===== src/rtl/tlc_pkg.sv =====
// Shared traffic-light-controller constants: timer state encodings and default timer width.
package tlc_pkg;

    localparam int unsigned TIMER_W_DEF = 4;
    localparam logic [TIMER_W_DEF-1:0] TIMER_MAX = '1;

    localparam logic [1:0] T_IDLE    = 2'd0;
    localparam logic [1:0] T_RUN     = 2'd1;
    localparam logic [1:0] T_EXPIRED = 2'd2;

    // Counter width for a divide-by-div prescaler; never below one bit.
    function automatic int unsigned cnt_width(input int unsigned div);
        return (div > 1) ? $clog2(div) : 1;
    endfunction

endpackage


===== src/rtl/tlc_prescaler.sv =====
// Divides clk by CLK_DIV into a one-cycle registered clk_en tick; pause freezes the phase.
module tlc_prescaler
    import tlc_pkg::*;
#(
    parameter int unsigned CLK_DIV = 4
) (
    input  logic clk,
    input  logic rst,
    input  logic pause,
    output logic clk_en
);

    localparam int unsigned        CNT_W    = cnt_width(CLK_DIV);
    localparam logic [CNT_W-1:0]   CNT_LAST = CNT_W'(CLK_DIV - 1);

    logic [CNT_W-1:0] count;

    always_ff @(posedge clk) begin
        if (rst) begin
            count  <= '0;
            clk_en <= 1'b0;
        end else if (pause) begin
            clk_en <= 1'b0;
        end else if (count == CNT_LAST) begin
            count  <= '0;
            clk_en <= 1'b1;
        end else begin
            count  <= count + CNT_W'(1);
            clk_en <= 1'b0;
        end
    end

endmodule


===== src/rtl/tlc_timer.sv =====
// Tick generator and saturating countdown timer for the traffic light controller.
// Optional freeze input enabled by defining TLC_TIMER_PAUSE_EN.
module tlc_timer
    import tlc_pkg::*;
#(
    parameter int unsigned CLK_DIV = 4,
    parameter int unsigned TIMER_W = TIMER_W_DEF
) (
    input  logic               clk,
    input  logic               rst,
`ifdef TLC_TIMER_PAUSE_EN
    input  logic               pause,
`endif
    input  logic               timer_load,
    input  logic               timer_en,
    input  logic [TIMER_W-1:0] timer_init,
    output logic               clk_en,
    output logic [TIMER_W-1:0] timer_out,
    output logic               timer_expired
);

    logic               pause_i;
    logic               tick;
    logic [1:0]         state;
    logic [1:0]         state_nxt;
    logic [TIMER_W-1:0] out_nxt;
    logic               expired_nxt;

`ifdef TLC_TIMER_PAUSE_EN
    assign pause_i = pause;
`else
    assign pause_i = 1'b0;
`endif

    tlc_prescaler #(
        .CLK_DIV (CLK_DIV)
    ) u_prescaler (
        .clk    (clk),
        .rst    (rst),
        .pause  (pause_i),
        .clk_en (clk_en)
    );

    // A tick landing while paused is dropped so timer and state truly hold.
    assign tick = clk_en & ~pause_i;

    always_comb begin
        state_nxt   = state;
        out_nxt     = timer_out;
        expired_nxt = 1'b0;
        if (tick) begin
            if (timer_load) begin
                out_nxt   = timer_init;
                state_nxt = (timer_init != '0) ? T_RUN : T_EXPIRED;
            end else if (timer_en) begin
                if (timer_out > TIMER_W'(1)) begin
                    out_nxt = timer_out - TIMER_W'(1);
                end else if (timer_out == TIMER_W'(1)) begin
                    out_nxt     = '0;
                    state_nxt   = T_EXPIRED;
                    expired_nxt = 1'b1;
                end
            end
        end
    end

    always_ff @(posedge clk) begin
        if (rst) begin
            state         <= T_IDLE;
            timer_out     <= '0;
            timer_expired <= 1'b0;
        end else begin
            state         <= state_nxt;
            timer_out     <= out_nxt;
            timer_expired <= expired_nxt;
        end
    end

endmodule


===== config.mk =====
export PLATFORM = sky130hd
export DESIGN_NAME = tlc_timer
export DESIGN_NICKNAME = d
export VERILOG_FILES = /design/src/rtl/tlc_pkg.sv /design/src/rtl/tlc_prescaler.sv /design/src/rtl/tlc_timer.sv
export SDC_FILE = /design/constraint.sdc
export NUM_CORES = 1
export LEC_CHECK = 0
export ABC_AREA = 1
export CORE_AREA = 2 2 39 41
export DETAILED_ROUTE_END_ITERATION = 10
export DIE_AREA = 0 0 41 43
export GPL_ROUTABILITY_DRIVEN = 0
export PLACE_DENSITY = 0.72
export SETUP_SLACK_MARGIN = 0.02
export SYNTH_ARGS = -nofsm -noshare
export SYNTH_HDL_FRONTEND = slang
export SYNTH_SLANG_ARGS = --single-unit

===== constraint.sdc =====
create_clock -name clk -period 1.2 [get_ports clk]
set_input_delay 0.24 -clock clk [delete_from_list [all_inputs] [get_ports clk]]
set_output_delay 0.24 -clock clk [all_outputs]
set_load 0.005 [all_outputs]

==> flow_summary_export.csv, run 1 <==
group,metric,value,unit
outcome,status,"finished, violations left",
outcome,violations,"negative setup slack",
finish,area_growth,64.7,%
flow_run,max-cap-violations,0,
sta,worst_slew_pin_slew,0.169,ns
setup_path,crit_chain,"buf_6 -> inv_4 -> ha_4 -> o21ai_4 -> nand2_1 -> nor2_1 -> nor2_1 -> nor2_2",
placed_design,placed_area,709,µm²
sta,drv_slew,0,
setup_path,slowest_stage,"dfxtp_2",
finish,fin_util,0.582,
floorplan,ioPinCount,14,
finish,fin_nets,111,
finish,diodes,0,
pwr,vdd_drop_max,0.000746,V
clocking,clkSinkCount,8,
finish,fin_area,806,µm²
finish,layout.cells.non_filler,114,
global_routing,grt_usage,0.157,
floorplan,fp-row-count,14,
synth,synth_area,489,µm²
route,dr.max_layer_used,"met4",
clocking,clockBufferDepth,2,
route,met3_length,36,µm
synth,ys_ff_latch,8,
clocking,insertion_delay,0.26,ns
sta,fin_ws,-0.0188,ns
sta,fin_crit_sh,1.02,
floorplan,core,0.00138,mm²
global_routing,grt-ovfl-total,0,
global_routing,grt_pass1_wl,1.75,mm
route,routed-wl-met2,565,µm
placed_design,io_buffers,13,
setup_path,path_class,"reg -> reg",
finish,drive_gt1_frac,0.429,
sta,fmax,0.820,GHz
clocking,cts.clk_slew.worst_paths,0.06,ns
synth,yosysSeqAreaShare,0.327,
setup_path,r2r_start,"timer_out[0]",
setup_path,max_stage_delay,0.34,ns
placed_design,dp_hpwl,813,µm
clocking,cts_hold_buf,0,
sta,hold_viol_final,0,
route,dr.first_iter.drc_count,6,
min_path,min_from,"u_prescaler.count[0]",
route,wl_per_cell,9.39,µm
sta,finalClockSkew,0.00235,ns
sta,min_period,1.22,ns
route,wl_met1,429,µm
min_path,hp-class,"reg -> reg",
route,finalWirelength,1.07,mm
synth,syn_inst,71,
setup_path,reg2reg_to,"timer_out[3]",
setup_path,worstPathArrival,1.42,ns
setup_path,worstSetupStartpoint,"timer_out[0]",
clocking,cts_buffers,3,
route,vias,509,
synth,ys.warnings.count,0,
placed_design,placed_cells,109,
setup_path,crit_family,"flip-flops",
floorplan,start_util,0.354,
route,drc,0,
floorplan,die_area,0.00176,mm²
clocking,cts_root_buffer,"clkbuf_4",
setup_path,critical_path_buf_inv_count,2,
setup_path,cp_data_required_time,1.40,ns
pwr,power_density,800,mW/mm²
global_routing,antenna_found_initial,0,
sta,rsz0062_at_grt,"yes",
synth,avgSynthCellArea,6.89,µm²
pwr,p_leak,0.424,nW
setup_path,critical_path.max_fanout,4,
route,ant_nets,0,
global_routing,grt_start_max_net_pins,6,
setup_path,cpMostUsedCell,"nor2_1",
route,vias_per_cell,4.46,
sta,max_slew_margin,0.887,
setup_path,crit_path_end,"timer_out[3]",
setup_path,worstSetupStartpointType,"flop",
clocking,htree_levels,1,
sta,setup_violations,3,
clocking,cts_tree,"built",
floorplan,dieHeight,43,µm
floorplan,chipWidth,41,µm
global_routing,grt_pass1_vias,400,
setup_path,reg2reg_slack,-0.02,ns
setup_path,worst-r2r-cell-count,8,
setup_path,endpoint_kind,"flop",
setup_path,worstSetupPathDepth,8,
route,first_pass_iters,3,
synth,synth_fp_nets,82,
synth,ys_types,17,
## cell usage after synthesis
cell      instances  area [µm²]
o21ai_2           1        8.76
nand3b_1          1        7.51
inv_1             8        30.0
nor3b_1           1        7.51
nor2_1            7        26.3
inv_2             2        7.51
nand2_2           1        6.26
ha_1              3        37.5
clkinv_1          1        3.75
nor2_2            4        25.0
dfxtp_1           8         160
nand3_1           8        40.0
nor3_1            2        10.0
nand2_4           2        22.5
nand2_1          20        75.1
nand3_2           1        10.0
nor2_4            1        11.3
## worst min-delay path by stage
stage	end	cells past startpoint	slack, ns
finish	u_prescaler.count[0]	1	0.42
global route	u_prescaler.count[0]	1	0.44
CTS	u_prescaler.count[0]	1	0.42
detailed placement	u_prescaler.count[0]	1	0.41
global placement	u_prescaler.count[0]	1	0.41
floorplan	u_prescaler.clk_en	1	0.31
## flip-flops by register name, summed over array words and instances (netlist names)
register and count:
timer_out 4, u_prescaler.count 2, timer_expired 1, u_prescaler.clk_en 1
## logic make-up (layout without fill, tap and decap cells)
kind of cell | after synthesis | after routing | synth area share
and+or+nand+nor | 48 | 48 | 0.494
DFF | 8 | 8 | 0.327
AOI/OAI and AO/OA | 1 | 1 | 0.0179
adders and majority gates | 3 | 3 | 0.0767
buffers and inverters | 11 | 38 | 0.0844
## per-stage QoR
stage / worst slack [ns] / total power [mW] / hold slack, ns / TNS, ns
2_1_floorplan: 0.0491 / 0.358 / 0.311 / 0
3_3_place_gp: -0.0978 / 0.417 / 0.409 / -0.301
3_5_place_dp: -0.120 / 0.420 / 0.411 / -0.426
4_1_cts: 0.0101 / 0.639 / 0.421 / 0
5_1_grt: -0.0824 / 0.678 / 0.444 / -0.282
6_report: -0.0188 / 0.645 / 0.418 / -0.0273
## what timing repair did
item,in CTS,in global routing
pin swaps,6,5
resized for setup,20,8
endpoints found under the setup margin,10,4
gates cloned,0,0
buffers inserted,1,1
## layout by cell type (no fill, tap or decap), types with 2 or more instances in the layout
master and n:
dlygate4sd2_1 5, nand2_4 2, nand3_1 7, buf_4 11
clkbuf_4 3, dfxtp_1 5, inv_1 4, dfxtp_2 2
nor2_1 5, ha_4 2, clkdlybuf4s50_1 7, nand2_2 4
inv_2 5, nor3_1 2, nand2_1 17, nor2_2 6
## final cells by class
cell class	instances	area, µm²
Fill cell	120	578
Multi-Input combinational cell	52	345
Timing Repair Buffer	24	208
Sequential cell	8	166
Inverter	11	43.8
Clock buffer	3	22.5
Tap cell	16	20.0
## per-layer routing
metal / GRT usage / vias to the layer above
met4: 0.120 / 0
met2: 0.225 / 10
met5: 0 / -
li1: - / 278
met3: 0.0471 / 4
met1: 0.184 / 217
## power by group
part / internal [mW] / total [mW] / leakage [nW] / switching, mW
Combinational: 0.0782 / 0.145 / 0.343 / 0.0665
Clock: 0.115 / 0.215 / 0.0138 / 0.100
Sequential: 0.278 / 0.285 / 0.0669 / 0.00683
Total: 0.471 / 0.645 / 0.424 / 0.174
Note: power is estimated with default switching activity, not from simulation.
==> run 2, diff against run 1 <==
CORE_AREA = unset   (was 2 2 39 41)
CORE_UTILIZATION = 40   (was unset)
DIE_AREA = unset   (was 0 0 41 43)
PLACE_DENSITY = 0.76   (was 0.72)
SYNTH_HIERARCHICAL = 1   (was unset)
==> run 2 against run 1 <==
Net effect: the flow now finishes without violations; setup slack improved by 0.068 ns; global-route usage increased by 3.7 points; sequential power decreased by 3%; non-clock buffer count decreased by 4; clock skew increased by 0.0076 ns; utilization increased by 10 points; largest cell class unchanged; largest power group unchanged.
==> flow_summary_export.csv, run 2 <==
group,metric,value,unit
outcome,status,"finished, final reports clean",
synth,ys_ff_latch,8,
floorplan,chipWidth,38.1,µm
synth,synth_ff_type,"dfxtp_1",
sta,holdWs,0.521,ns
floorplan,die_area,0.00145,mm²
synth,synth_simple_gate_area_frac,0.498,
finish,diodes,0,
synth,synth_top_family_by_area,"simple AND/OR/NAND/NOR gates",
clocking,htree_levels,1,
route,drc,0,
sta,drv_slew,0,
synth,synth_xor_area_frac,0,
finish,layout.cells.non_filler,119,
pwr,power_density,751,mW/mm²
finish,fin_nets,118,
global_routing,grt_pass1_wl,1.93,mm
synth,yosysMostFrequentCell,"nand2_1",
route,first_pass_iters,4,
synth,ys.warnings.count,6,
sta,fin_crit_sh,0.959,
synth,synth_fa_ha_area_frac,0.0721,
synth,synth_commonest_cells,"nand2_1 (22), nor2_1 (15), inv_1 (10)",
clocking,cts_hold_buf,0,
route,vias,546,
placed_design,dp_hpwl,870,µm
synth,yosysTopAreaCellShare,0.308,
sta,rsz0062_at_grt,"yes",
setup_path,worstSetupStartpointType,"flop",
clocking,clkSinkCount,8,
synth,avgSynthCellArea,6.51,µm²
floorplan,core,0.00116,mm²
synth,yosysSeqAreaShare,0.308,
floorplan,fp-row-count,12,
synth,syn_inst,80,
setup_path,reg2reg_to,"timer_out[2]",
placed_design,io_buffers,13,
clocking,cts_buffers,3,
setup_path,crit_path_end,"timer_out[2]",
sta,hold_viol_final,0,
finish,largest_registers,"timer_out x4, u_prescaler/count x2",
placed_design,placed_cells,116,
clocking,clockBufferDepth,2,
sta,final.setup.tns,0,ns
clocking,cts_tree,"built",
synth,synth-compound-area-share,0.0264,
setup_path,critical_path.max_fanout,4,
sta,min_period,1.15,ns
synth,synth_area,520,µm²
sta,finalClockSkew,0.00994,ns
setup_path,worstPathArrival,1.35,ns
sta,setup_violations,0,
clocking,insertion_delay,0.27,ns
synth,synth_top_area_cell,"dfxtp_1",
clocking,cts_root_buffer,"clkbuf_4",
global_routing,grt_pass1_vias,461,
sta,fmax,0.869,GHz
setup_path,r2r_start,"timer_out[1]",
finish,drive_gt1_frac,0.286,
finish,largest_reg_flops,4,
synth,synthMuxAreaShare,0,
floorplan,start_util,0.450,
finish,final_common_cell,"nand2_1",
finish,largest-register,"timer_out",
global_routing,antenna_found_initial,0,
setup_path,path_class,"reg -> reg",
finish,area_growth,51.9,%
setup_path,cp_data_required_time,1.40,ns
setup_path,worst-r2r-cell-count,7,
route,dr.first_iter.drc_count,13,
route,ant_nets,0,
clocking,cts.clk_slew.worst_paths,0.07,ns
pwr,p_leak,0.456,nW
pwr,finalPower,0.594,mW
global_routing,grt_start_max_net_pins,6,
finish,mostFrequentLayoutCells,"nand2_1 (22), nor2_1 (14), nand3_1 (8)",
finish,fin_util,0.684,
flow_run,max-cap-violations,0,
synth,synth-async-reset-ratio,0,
setup_path,reg2reg_slack,0.05,ns
route,vias_per_cell,4.59,
setup_path,worstSetupStartpoint,"timer_out[1]",
pwr,vdd_drop_max,0.000545,V
floorplan,ioPinCount,14,
route,wl_per_cell,9.58,µm
synth,synth.area.top_cells,"dfxtp_1 (31%), nand2_1 (16%), nor2_1 (11%), nand3_1 (7.7%), ha_1 (7.2%)",
floorplan,dieHeight,38.1,µm
setup_path,endpoint_kind,"flop",
route,finalWirelength,1.14,mm
min_path,hold_depth,2,
synth,ys_types,18,
min_path,hp-class,"reg -> reg",
synth,synth_edf_count,0,
global_routing,grt_usage,0.194,
global_routing,grt-ovfl-total,0,
## run 2: changes by cell type in the layout (fill, tap and decap cells not counted), sizes merged, moves of 3 or more
cell / before / now
nor2: 12 / 17
buf: 12 / 7
conb: 0 / 3
nand2: 23 / 26
## run 2: worst max-delay path, cell delays in order, from the launching register on
cell	delay, ns
dfxtp_2	0.36
inv_4	0.06
ha_4	0.18
o21ai_4	0.19
nand3_1	0.10
nand2_1	0.08
nor2_2	0.04
nor2_1	0.07
## run 2: worst min-delay path by stage
stage | startpoint | endpoint | slack [ns]
after global placement | u_prescaler/count[0] | u_prescaler/count[0] | 0.50
after floorplan | rst | u_prescaler/clk_en | 0.31
final | u_prescaler/count[0] | u_prescaler/count[0] | 0.52
after CTS | u_prescaler/count[0] | u_prescaler/count[0] | 0.53
after detailed placement | u_prescaler/count[0] | u_prescaler/count[0] | 0.52
after global routing | u_prescaler/count[0] | u_prescaler/count[0] | 0.56
## run 2: cell families (layout without fill, tap and decap cells)
| logic type | Yosys count | after routing |
|---|---|---|
| and+or+nand+nor | 54 | 54 |
| buffers and inverters | 12 | 35 |
| DFF | 8 | 8 |
| adders and majority gates | 3 | 3 |
| AOI/OAI and AO/OA | 2 | 2 |
| other | 1 | 3 |
## run 2: routing by layer
| metal | GRT usage | share of wire | vias to the layer above |
|---|---|---|---|
| met5 | 0 | 0 | - |
| met4 | 0.0804 | 0.017 | 0 |
| met3 | 0.0349 | 0.057 | 3 |
| met2 | 0.309 | 0.44 | 25 |
| met1 | 0.254 | 0.48 | 224 |
| li1 | - | - | 294 |
## run 2: per-stage QoR
| step | instance area [µm²] | setup slack, ns |
|---|---|---|
| after CTS | 783 | 0.0293 |
| after floorplan | 531 | 0.0551 |
| after detailed placement | 731 | -0.155 |
| after global routing | 791 | -0.0164 |
| final | 791 | 0.0490 |
| after global placement | 731 | -0.171 |
## run 2: area by class of cell
class                      instances  area [µm²]
clock buffer                       3        22.5
tap                               14        17.5
inverter                          12        51.3
fill                             102         365
multi-input combinational         62         357
timing repair buffer              20         175
sequential                         8         168
## run 2: what timing repair did
| item | in CTS | in global routing |
|---|---|---|
| pin swaps | 2 | 5 |
| setup buffers | 0 | 0 |
| resized for setup | 18 | 3 |
| endpoints found under the setup margin | 10 | 4 |
## run 2: power breakdown
group	leakage (nW)	switching (mW)	internal, mW
Clock	0.0138	0.113	0.116
Sequential	0.0673	0.00599	0.271
Combinational	0.375	0.0407	0.0468
Total	0.456	0.160	0.434
